===== src/rtl/a51_ctrl_if.sv =====
// rtl/a51_ctrl_if.sv - A5/1 controller bus bundle; A51_KS_READY_EN adds ks_ready
interface a51_ctrl_if #(
    parameter int KEY_LEN   = 64,
    parameter int FRAME_LEN = 22
);
    logic                 start;
    logic [KEY_LEN-1:0]   key;
    logic [FRAME_LEN-1:0] frame;
    logic                 r1_cb;
    logic                 r2_cb;
    logic                 r3_cb;
`ifdef A51_KS_READY_EN
    logic                 ks_ready;
`endif
    logic                 lfsr_clear;
    logic                 shift_bit;
    logic                 trig1;
    logic                 trig2;
    logic                 trig3;
    logic                 busy;
    logic                 ks_valid;
    logic                 done;

    modport master (
`ifdef A51_KS_READY_EN
        output ks_ready,
`endif
        output start, key, frame, r1_cb, r2_cb, r3_cb,
        input  lfsr_clear, shift_bit, trig1, trig2, trig3, busy, ks_valid, done
    );

    modport slave (
`ifdef A51_KS_READY_EN
        input  ks_ready,
`endif
        input  start, key, frame, r1_cb, r2_cb, r3_cb,
        output lfsr_clear, shift_bit, trig1, trig2, trig3, busy, ks_valid, done
    );
endinterface


===== src/rtl/a51_ctrl.sv =====
// rtl/a51_ctrl.sv - A5/1 LFSR sequencer: clear, key/frame load, mix, keystream
// Optional A51_KS_READY_EN: ks_ready stalls the keystream phase.
module a51_ctrl #(
    parameter int KEY_LEN    = 64,
    parameter int FRAME_LEN  = 22,
    parameter int MIX_CYCLES = 100,
    parameter int KS_LEN     = 228,
    parameter int CNT_W      = 8
) (
    input  logic     clk,
    input  logic     reset,
    a51_ctrl_if.slave bus
);
    typedef enum logic [2:0] {
        S_IDLE, S_CLEAR, S_LOAD_KEY, S_LOAD_FRAME, S_MIX, S_KS, S_DONE
    } state_t;

    localparam logic [CNT_W-1:0] KEY_LAST   = CNT_W'(KEY_LEN - 1);
    localparam logic [CNT_W-1:0] FRAME_LAST = CNT_W'(FRAME_LEN - 1);
    localparam logic [CNT_W-1:0] MIX_LAST   = CNT_W'(MIX_CYCLES - 1);
    localparam logic [CNT_W-1:0] KS_LAST    = CNT_W'(KS_LEN - 1);

    state_t               state_q, state_d;
    logic [CNT_W-1:0]     cnt_q, cnt_d;
    logic [KEY_LEN-1:0]   key_q, key_d;
    logic [FRAME_LEN-1:0] frame_q, frame_d;
    logic                 ks_valid_q, ks_valid_d;

    logic       maj;
    logic [2:0] maj_trig;
    logic [2:0] trig;
    logic       ks_adv;
    logic       lfsr_clear;
    logic       shift_bit;
    logic       done;

    always_ff @(posedge clk or posedge reset) begin
        if (reset) begin
            state_q    <= S_IDLE;
            cnt_q      <= '0;
            key_q      <= '0;
            frame_q    <= '0;
            ks_valid_q <= 1'b0;
        end else begin
            state_q    <= state_d;
            cnt_q      <= cnt_d;
            key_q      <= key_d;
            frame_q    <= frame_d;
            ks_valid_q <= ks_valid_d;
        end
    end

    // Triggers depend only on registered LFSR bits, so no combinational loop.
    assign maj      = (bus.r1_cb & bus.r2_cb) | (bus.r1_cb & bus.r3_cb) | (bus.r2_cb & bus.r3_cb);
    assign maj_trig = {bus.r1_cb == maj, bus.r2_cb == maj, bus.r3_cb == maj};

`ifdef A51_KS_READY_EN
    assign ks_adv = bus.ks_ready;
`else
    assign ks_adv = 1'b1;
`endif

    always_comb begin
        state_d    = state_q;
        cnt_d      = cnt_q + CNT_W'(1);
        key_d      = key_q;
        frame_d    = frame_q;
        ks_valid_d = 1'b0;
        lfsr_clear = 1'b0;
        shift_bit  = 1'b0;
        trig       = 3'b000;
        done       = 1'b0;
        case (state_q)
            S_IDLE: begin
                cnt_d = '0;
                if (bus.start) begin
                    state_d = S_CLEAR;
                    key_d   = bus.key;
                    frame_d = bus.frame;
                end
            end
            S_CLEAR: begin
                lfsr_clear = 1'b1;
                cnt_d      = '0;
                state_d    = S_LOAD_KEY;
            end
            S_LOAD_KEY: begin
                trig      = 3'b111;
                shift_bit = |(key_q & (KEY_LEN'(1) << cnt_q));
                if (cnt_q == KEY_LAST) begin
                    state_d = S_LOAD_FRAME;
                    cnt_d   = '0;
                end
            end
            S_LOAD_FRAME: begin
                trig      = 3'b111;
                shift_bit = |(frame_q & (FRAME_LEN'(1) << cnt_q));
                if (cnt_q == FRAME_LAST) begin
                    state_d = S_MIX;
                    cnt_d   = '0;
                end
            end
            S_MIX: begin
                trig = maj_trig;
                if (cnt_q == MIX_LAST) begin
                    state_d = S_KS;
                    cnt_d   = '0;
                end
            end
            S_KS: begin
                if (ks_adv) begin
                    trig       = maj_trig;
                    ks_valid_d = 1'b1;
                    if (cnt_q == KS_LAST) begin
                        state_d = S_DONE;
                        cnt_d   = '0;
                    end
                end else begin
                    cnt_d = cnt_q;
                end
            end
            S_DONE: begin
                done    = 1'b1;
                cnt_d   = '0;
                state_d = S_IDLE;
            end
            default: begin
                state_d = S_IDLE;
                cnt_d   = '0;
            end
        endcase
    end

    assign bus.lfsr_clear = lfsr_clear;
    assign bus.shift_bit  = shift_bit;
    assign bus.trig1      = trig[2];
    assign bus.trig2      = trig[1];
    assign bus.trig3      = trig[0];
    assign bus.busy       = (state_q != S_IDLE);
    assign bus.ks_valid   = ks_valid_q;
    assign bus.done       = done;
endmodule


===== src/flat_wrapper.sv =====
// flat-port wrapper written by rule: the top's interface ports become plain ports
module a51_ctrl_flat 
#(
    parameter int KEY_LEN    = 64,
    parameter int FRAME_LEN  = 22,
    parameter int MIX_CYCLES = 100,
    parameter int KS_LEN     = 228,
    parameter int CNT_W      = 8
)
  (clk, reset, bus_start, bus_key, bus_frame, bus_r1_cb, bus_r2_cb, bus_r3_cb, bus_lfsr_clear, bus_shift_bit, bus_trig1, bus_trig2, bus_trig3, bus_busy, bus_ks_valid, bus_done);
  a51_ctrl_if #(.KEY_LEN(KEY_LEN), .FRAME_LEN(FRAME_LEN)) bus_i ();
  input  logic clk;
  input  logic reset;
  input wire logic [$bits(bus_i.start)-1:0] bus_start;
  input wire logic [$bits(bus_i.key)-1:0] bus_key;
  input wire logic [$bits(bus_i.frame)-1:0] bus_frame;
  input wire logic [$bits(bus_i.r1_cb)-1:0] bus_r1_cb;
  input wire logic [$bits(bus_i.r2_cb)-1:0] bus_r2_cb;
  input wire logic [$bits(bus_i.r3_cb)-1:0] bus_r3_cb;
  output wire logic [$bits(bus_i.lfsr_clear)-1:0] bus_lfsr_clear;
  output wire logic [$bits(bus_i.shift_bit)-1:0] bus_shift_bit;
  output wire logic [$bits(bus_i.trig1)-1:0] bus_trig1;
  output wire logic [$bits(bus_i.trig2)-1:0] bus_trig2;
  output wire logic [$bits(bus_i.trig3)-1:0] bus_trig3;
  output wire logic [$bits(bus_i.busy)-1:0] bus_busy;
  output wire logic [$bits(bus_i.ks_valid)-1:0] bus_ks_valid;
  output wire logic [$bits(bus_i.done)-1:0] bus_done;
  assign bus_i.start = bus_start;
  assign bus_i.key = bus_key;
  assign bus_i.frame = bus_frame;
  assign bus_i.r1_cb = bus_r1_cb;
  assign bus_i.r2_cb = bus_r2_cb;
  assign bus_i.r3_cb = bus_r3_cb;
  assign bus_lfsr_clear = bus_i.lfsr_clear;
  assign bus_shift_bit = bus_i.shift_bit;
  assign bus_trig1 = bus_i.trig1;
  assign bus_trig2 = bus_i.trig2;
  assign bus_trig3 = bus_i.trig3;
  assign bus_busy = bus_i.busy;
  assign bus_ks_valid = bus_i.ks_valid;
  assign bus_done = bus_i.done;
  a51_ctrl #(.KEY_LEN(KEY_LEN), .FRAME_LEN(FRAME_LEN), .MIX_CYCLES(MIX_CYCLES), .KS_LEN(KS_LEN), .CNT_W(CNT_W)) u_core (.clk(clk), .reset(reset), .bus(bus_i));
endmodule

===== config.mk =====
export PLATFORM = sky130hd
export DESIGN_NAME = a51_ctrl_flat
export DESIGN_NICKNAME = d
export VERILOG_FILES = /design/src/rtl/a51_ctrl_if.sv /design/src/rtl/a51_ctrl.sv /design/src/flat_wrapper.sv
export SDC_FILE = /design/constraint.sdc
export NUM_CORES = 1
export LEC_CHECK = 0
export ABC_AREA = 0
export CAP_MARGIN = 0
export CELL_PAD_IN_SITES_DETAIL_PLACEMENT = 0
export CELL_PAD_IN_SITES_GLOBAL_PLACEMENT = 1
export CORE_UTILIZATION = 44
export CTS_CLUSTER_DIAMETER = 150
export DETAILED_ROUTE_END_ITERATION = 8
export PLACE_DENSITY_LB_ADDON = 0.12
export SLEW_MARGIN = 25
export SYNTH_ARGS = -nofsm -noshare
export SYNTH_HDL_FRONTEND = slang
export SYNTH_SLANG_ARGS = --single-unit

===== constraint.sdc =====
create_clock -name clk -period 5.4 [get_ports clk]
set_input_delay 1.08 -clock clk [delete_from_list [all_inputs] [get_ports clk]]
set_output_delay 1.08 -clock clk [all_outputs]
set_load 0.02 [all_outputs]

# --- Word level (Yosys, flattened, before mapping) ---
# Index checks and enable logic that the tools add are counted.
totals:
  ram_bits: 0
  latchBits: 0
  wordCells: 57
  rom_bits: 0
  reg_bits: 98
  memories: 0
op_classes:
  addsub: 1
  n_reduce_logical: 8
  n_mul: 0
  n_mux: 16
  div_mod_pow: 0
  n_eq_ne: 18
  magnitude_cmp: 0
  n_shift: 2
  n_bitwise: 7
ops:
  columns: ["operator", "count"]
  rows:
  - ["AND 64 bit", 1]
  - ["OR reduction 64 bit", 1]
  - ["left shift 1 x 8 -> 64 bit (first input constant)", 1]
  - ["2-to-1 mux 8 bit", 4]
  - ["case mux 8 bit (4 select lines)", 1]
  - ["AND 22 bit", 1]
  - ["OR reduction 22 bit", 1]
  - ["left shift 1 x 8 -> 22 bit (first input constant)", 1]
  - ["case mux 3 bit (6 select lines)", 1]
  - ["2-to-1 mux 3 bit", 5]
  - ["equality test 3 bit (second input constant)", 3]
  - ["adder 8 x 1 -> 8 bit (second input constant)", 1]
  - ["equality test 8 x 5 -> 1 bit (second input constant)", 1]
  - ["equality test 8 x 6 -> 1 bit (second input constant)", 1]
  - ["equality test 8 x 7 -> 1 bit (second input constant)", 1]
  - ["equality test 8 bit (second input constant)", 1]
  - ["!= test 2 x 1 -> 1 bit (second input constant)", 4]
  - ["equality test 3 x 2 -> 1 bit (second input constant)", 2]
  - ["case mux 3 bit (2 select lines)", 1]
  - ["AND reduction 5 bit", 1]
  - ["OR reduction 2 bit", 2]
  - ["AND 1 bit", 3]
  - ["equality test 1 bit", 3]
  - ["equality test 3 x 1 -> 1 bit (second input constant)", 1]
  - ["7 further kinds", 10]

# --- Longest topological paths before layout ---
logic_depth:
  word_depth: 5
  ltp_mapped: 9

# --- Worst setup path after synthesis ---
# Ideal clock, no wire load.
synth_timing:
  path_type: "reg2out"
  start: "register u_core.cnt_q[0]"
  end: "output bus_shift_bit"
  path_buffers: 2
  setup_slack_ns: 2.428
  arrival_time_ns: 1.892
  stages_incl_launch_ff: 9
  cell_sequence: "dfrtp_1 -> buf_2 -> nor2_1 -> buf_2 -> nand3_1 -> a311o_1 -> o31ai_1 -> o31ai_1 -> o22ai_1"
synth_via:
  elab_chain_cells: 4
  word_cells_on_any_way: 7
  classes_between: "shift: 2; mux: 1; bitwise: 2; reduce/logical: 2"
synth_rtl:
  columns: ["item", "line_no", "rtl"]
  rows:
  - ["start, declared", "a51_ctrl.sv:24", "logic [CNT_W-1:0] cnt_q, cnt_d;"]
  - ["start signal, assigned", "a51_ctrl.sv:46", "cnt_q <= cnt_d;"]
  - ["left shift 1 x 8 -> 64 bit or left shift 1 x 8 -> 22 bit (tied branches)", "a51_ctrl.sv:89, a51_ctrl.sv:97", null]
  - ["AND 64 bit or AND 22 bit (tied branches)", "a51_ctrl.sv:89, a51_ctrl.sv:97", null]
  - ["OR reduction 64 bit or OR reduction 22 bit (tied branches)", "a51_ctrl.sv:89, a51_ctrl.sv:97", null]
  - ["case mux 1 bit (2 select lines) (*)", "a51_ctrl.sv:73", "case (state_q)"]
  - ["end, declared", "flat_wrapper.sv:21", "output wire logic [$bits(bus_i.shift_bit)-1:0] bus_shift_bit;"]
# Mark *: on every way between the ends. The rest lies on a longest branch, timed or not.

# --- Worst setup path in the final report ---
layout_timing:
  start: "register u_core.cnt_q[7]"
  end: "output bus_shift_bit"
# The elaborated chain is that of the path after synthesis.

==> results.rst <==
.. list-table::
   :header-rows: 1

   * - Metric
     - Value
   * - Run status
     - finished, final reports clean
   * - Number of buffers on the longest clock path
     - 2
   * - Critical Path End Type
     - output port
   * - Growth of design area from synthesis to finish
     - 26.1%
   * - Per-cell via count in the routed design
     - around 5.5
   * - Type of the tightest min-delay check
     - reg2reg
   * - Arrival time at the worst endpoint
     - roughly 3400 ps
   * - Leakage power summed over all cells
     - between 2 and 2.5 nW
   * - Placed cell area
     - ~6000 sq um
   * - Post-Route M1 WL
     - roughly 5100 microns
   * - Total routing usage reported by global routing
     - 0.212
   * - Clock-pin transition on the worst setup and hold timing paths
     - about 90 ps
   * - Post-synth net total
     - 498
   * - First-pass GRT wire length
     - 18400 microns
   * - Final critical path time including I/O delays and setup
     - roughly 4500 ps
   * - Post-CTS Setup Bufs
     - 0
   * - Core ar.
     - about 11000 sq um
   * - Synth warn
     - 0
   * - Clock tree root buffer cell
     - sky130_fd_sc_hd__clkbuf_8
   * - Clock Sink Count
     - between 90 and 100
   * - Max Used Layer
     - met4
   * - Number of I/O pins
     - 100
   * - Final-layout worst hold slack
     - a little over 500 ps
   * - Average cell area after synthesis
     - 12.2 sq um
   * - Total Nets Final
     - between 500 and 600
   * - Global placer's final weighted congestion
     - 0.846
   * - Post-route clock skew
     - between 10 and 15 ps
   * - Detailed route wirelength on metal2
     - approximately 5400 microns
   * - Area of the mapped netlist
     - 4930 sq um
   * - Count of max-cap constraint violations
     - 0
   * - Mapped Cells
     - slightly above 400
   * - Share of flip-flops with an asynchronous set or reset after synthesis
     - 1.00
   * - Highest fanout seen on the critical path
     - 17
   * - Finished layout cell area
     - 6220 sq um
   * - Share of the synthesized area in the top cell type
     - 0.497
   * - Flop and latch count out of synthesis
     - 98
   * - Worst Hold Launch
     - u_core.key_q[20]$_DFFE_PP0P_
   * - Max Freq
     - ~220 MHz
   * - Number of cells on the worst reg-to-reg path
     - 7
   * - Final WL
     - 11300 microns
   * - Transition time at the pin with the least slew margin
     - between 900 and 1000 ps
   * - Share of the clock period used by the worst path
     - 0.836
   * - DIE AREA
     - ~12000 sq um
   * - Mean routed wirelength per cell
     - about 18 microns
   * - Half-perimeter wire length after detailed placement
     - roughly 8000 microns
   * - Vias
     - ~3500
   * - Hold bufs inserted after CTS
     - 0
   * - IR drop worst, VDD
     - approximately 0.42 mV
   * - Critical Path Source Type
     - flip-flop
   * - Cells taking the most area after synthesis
     - sky130_fd_sc_hd__dfrtp_1, sky130_fd_sc_hd__mux2_2, sky130_fd_sc_hd__mux2i_1
   * - Placement-stage worst setup slack
     - roughly 1300 ps
   * - Count of final hold-check violations
     - 0
   * - Relative max-transition margin
     - 0.390
   * - Worst-case register-to-register setup slack
     - 2440 ps
   * - Global route total overflow
     - 0
   * - Initial antenna violation count
     - 0
   * - Total power
     - around 3.2 mW
   * - Antenna Nets Post-Route
     - 0
   * - Num CTS Buffers
     - 9
   * - DRC marker count from the first detailed-route iteration
     - roughly 150
   * - Critical-path cell list
     - nor2_1, a32oi_1, a311o_1, o31ai_1, o31ai_1, o22ai_1, clkdlybuf4s50_1
   * - Startpoint of the worst-slack reg-to-reg timing path
     - u_core.cnt_q[1]$_DFF_PP0_
   * - CP peak stage delay
     - ~740 ps
   * - Clock tree from TritonCTS
     - done
   * - Detailed-route DRC error count
     - 0
   * - Total power divided by cell area
     - ~500 nW/um^2
   * - Cell with the most instances after synthesis
     - sky130_fd_sc_hd__dfrtp_1
   * - Terminus of the critical flop-to-flop path
     - u_core.state_q[0]$_DFFE_PP0P_
   * - Most numerous cell on the critical path
     - sky130_fd_sc_hd__o31ai_1
   * - IO buf count
     - roughly 100
   * - Horiz. Die Dim
     - 108 microns
   * - # resized after CTS
     - 0
   * - Final Max Slew Viols
     - 0
   * - First-pass iteration count of the detailed router
     - 4
   * - Part of the Yosys area used for sequential elements
     - 0.497
   * - Number of cells on the worst hold path
     - 1
   * - Most frequent cells after synthesis
     - sky130_fd_sc_hd__dfrtp_1, sky130_fd_sc_hd__mux2_2, sky130_fd_sc_hd__buf_2
   * - Vias in the first global route
     - ~3600
   * - Worst setup slack after layout
     - slightly below 900 ps
   * - Post-synth cell types
     - 61
   * - Setup repair after global routing missed its margin
     - no
   * - Count of antenna diodes in the layout
     - 0
   * - Endpoint required time on the critical path
     - between 4000 and 5000 ps
   * - Cell with the biggest individual delay on the critical path
     - sky130_fd_sc_hd__nor2_1
   * - Predominant post-synthesis flop cell
     - sky130_fd_sc_hd__dfrtp_1
   * - Starting density of the core
     - 0.453
   * - Number of H-tree levels
     - 3
   * - Maximum number of pins on one net before global-route repair
     - 90
   * - Final setup violating endpoints
     - 0
   * - Worst Setup Path Type
     - reg2out
   * - Post-synthesis cell type with the largest combined area
     - sky130_fd_sc_hd__dfrtp_1
   * - Clk_lat worst skew
     - between 300 and 400 ps
   * - Fraction of layout instances using a drive strength above 1
     - 0.248
   * - Count of flip-flops with a built-in enable after synthesis
     - 0
   * - Vertical die dimension
     - roughly 110 microns
   * - Hold path endpoint
     - u_core.key_q[20]$_DFFE_PP0P_
   * - Metal3 WL
     - 668 microns
   * - TNS Setup
     - 0 ps
   * - Site Rows
     - 38
==> flip-flops by register name, indices dropped and copies added (netlist names) <==
signal               count
u_core.state_q           3
u_core.bus.ks_valid      1
u_core.cnt_q             8
u_core.key_q            64
u_core.frame_q          22
==> cells in the final DEF (no fill, tap or decap), types with 4 or more instances in the layout <==
cell type | synthesis | routed
sky130_fd_sc_hd__a21oi_1 | 6 | 6
sky130_fd_sc_hd__a31oi_1 | 13 | 13
sky130_fd_sc_hd__clkbuf_8 | 0 | 12
sky130_fd_sc_hd__clkdlybuf4s50_1 | 0 | 99
sky130_fd_sc_hd__dfrtp_1 | 98 | 97
sky130_fd_sc_hd__inv_1 | 9 | 8
sky130_fd_sc_hd__mux2_2 | 89 | 89
sky130_fd_sc_hd__mux2i_1 | 13 | 13
sky130_fd_sc_hd__nand2_1 | 15 | 15
sky130_fd_sc_hd__nand3_1 | 9 | 9
sky130_fd_sc_hd__nand3b_1 | 9 | 9
sky130_fd_sc_hd__nor2_1 | 18 | 18
sky130_fd_sc_hd__nor2b_1 | 5 | 5
sky130_fd_sc_hd__nor3_1 | 6 | 6
sky130_fd_sc_hd__nor3b_1 | 4 | 4
sky130_fd_sc_hd__o21ai_0 | 6 | 6
sky130_fd_sc_hd__o2bb2ai_1 | 4 | 4
sky130_fd_sc_hd__xnor2_1 | 5 | 5
==> worst max path at each step <==
| stage | startpoint | to |
|---|---|---|
| global route | u_core.cnt_q[2]$_DFF_PP0_ | bus_shift_bit |
| CTS | u_core.cnt_q[7]$_DFF_PP0_ | bus_shift_bit |
| floorplan | reset | u_core.bus.ks_valid$_DFF_PP0_ |
| global placement | u_core.cnt_q[7]$_DFF_PP0_ | bus_shift_bit |
| detailed placement | u_core.cnt_q[7]$_DFF_PP0_ | bus_shift_bit |
| finish | u_core.cnt_q[7]$_DFF_PP0_ | bus_shift_bit |
==> worst max-delay path: cells and delay by family (launching register included) <==
| family | cells | cell delay, ps |
|---|---|---|
| buffers and inverters | 1 | 660 |
| DFF | 1 | 620 |
| AOI/OAI and AO/OA | 5 | 1030 |
| and+or+nand+nor | 1 | 740 |
==> routing by layer <==
layer	vias to the layer above	GRT usage
li1	1662	-
met1	1753	0.278
met2	99	0.337
met3	9	0.0623
met4	0	0.0656
met5	-	0
==> cell type report <==
cell class | instances | area [sq um]
fill | 955 | 4670
sequential | 98 | 2450
clock inverter | 4 | 48.8
clock buffer | 12 | 165
multi-input combinational | 269 | 2310
inverter | 9 | 36.3
timing repair buffer | 103 | 1020
tap | 140 | 175
==> per-stage QoR <==
step,utilization,std cells
after floorplan,-,404
after global placement,0.551,619
after detailed placement,0.551,619
after CTS,0.571,635
after global routing,0.571,635
final,0.571,635
==> power by group <==
part,total (mW),switching [mW],internal (mW)
sequential,1.40,0.313,1.09
combinational,1.28,0.541,0.742
clock,0.507,0.256,0.251
==> cell families (layout without fill, tap and decap cells) <==
family | count (synthesis) | count (layout) | synth area share
muxes | 107 | 107 | 0.249
DFF | 98 | 98 | 0.497
and+or+nand+nor | 93 | 93 | 0.108
AOI/OAI and AO/OA | 60 | 60 | 0.0942
buffers and inverters | 37 | 128 | 0.0340
xor gates and xnor gates | 7 | 7 | 0.0124
adders and majority gates | 2 | 2 | 0.00508
Note: power is estimated with default switching activity, not from simulation.
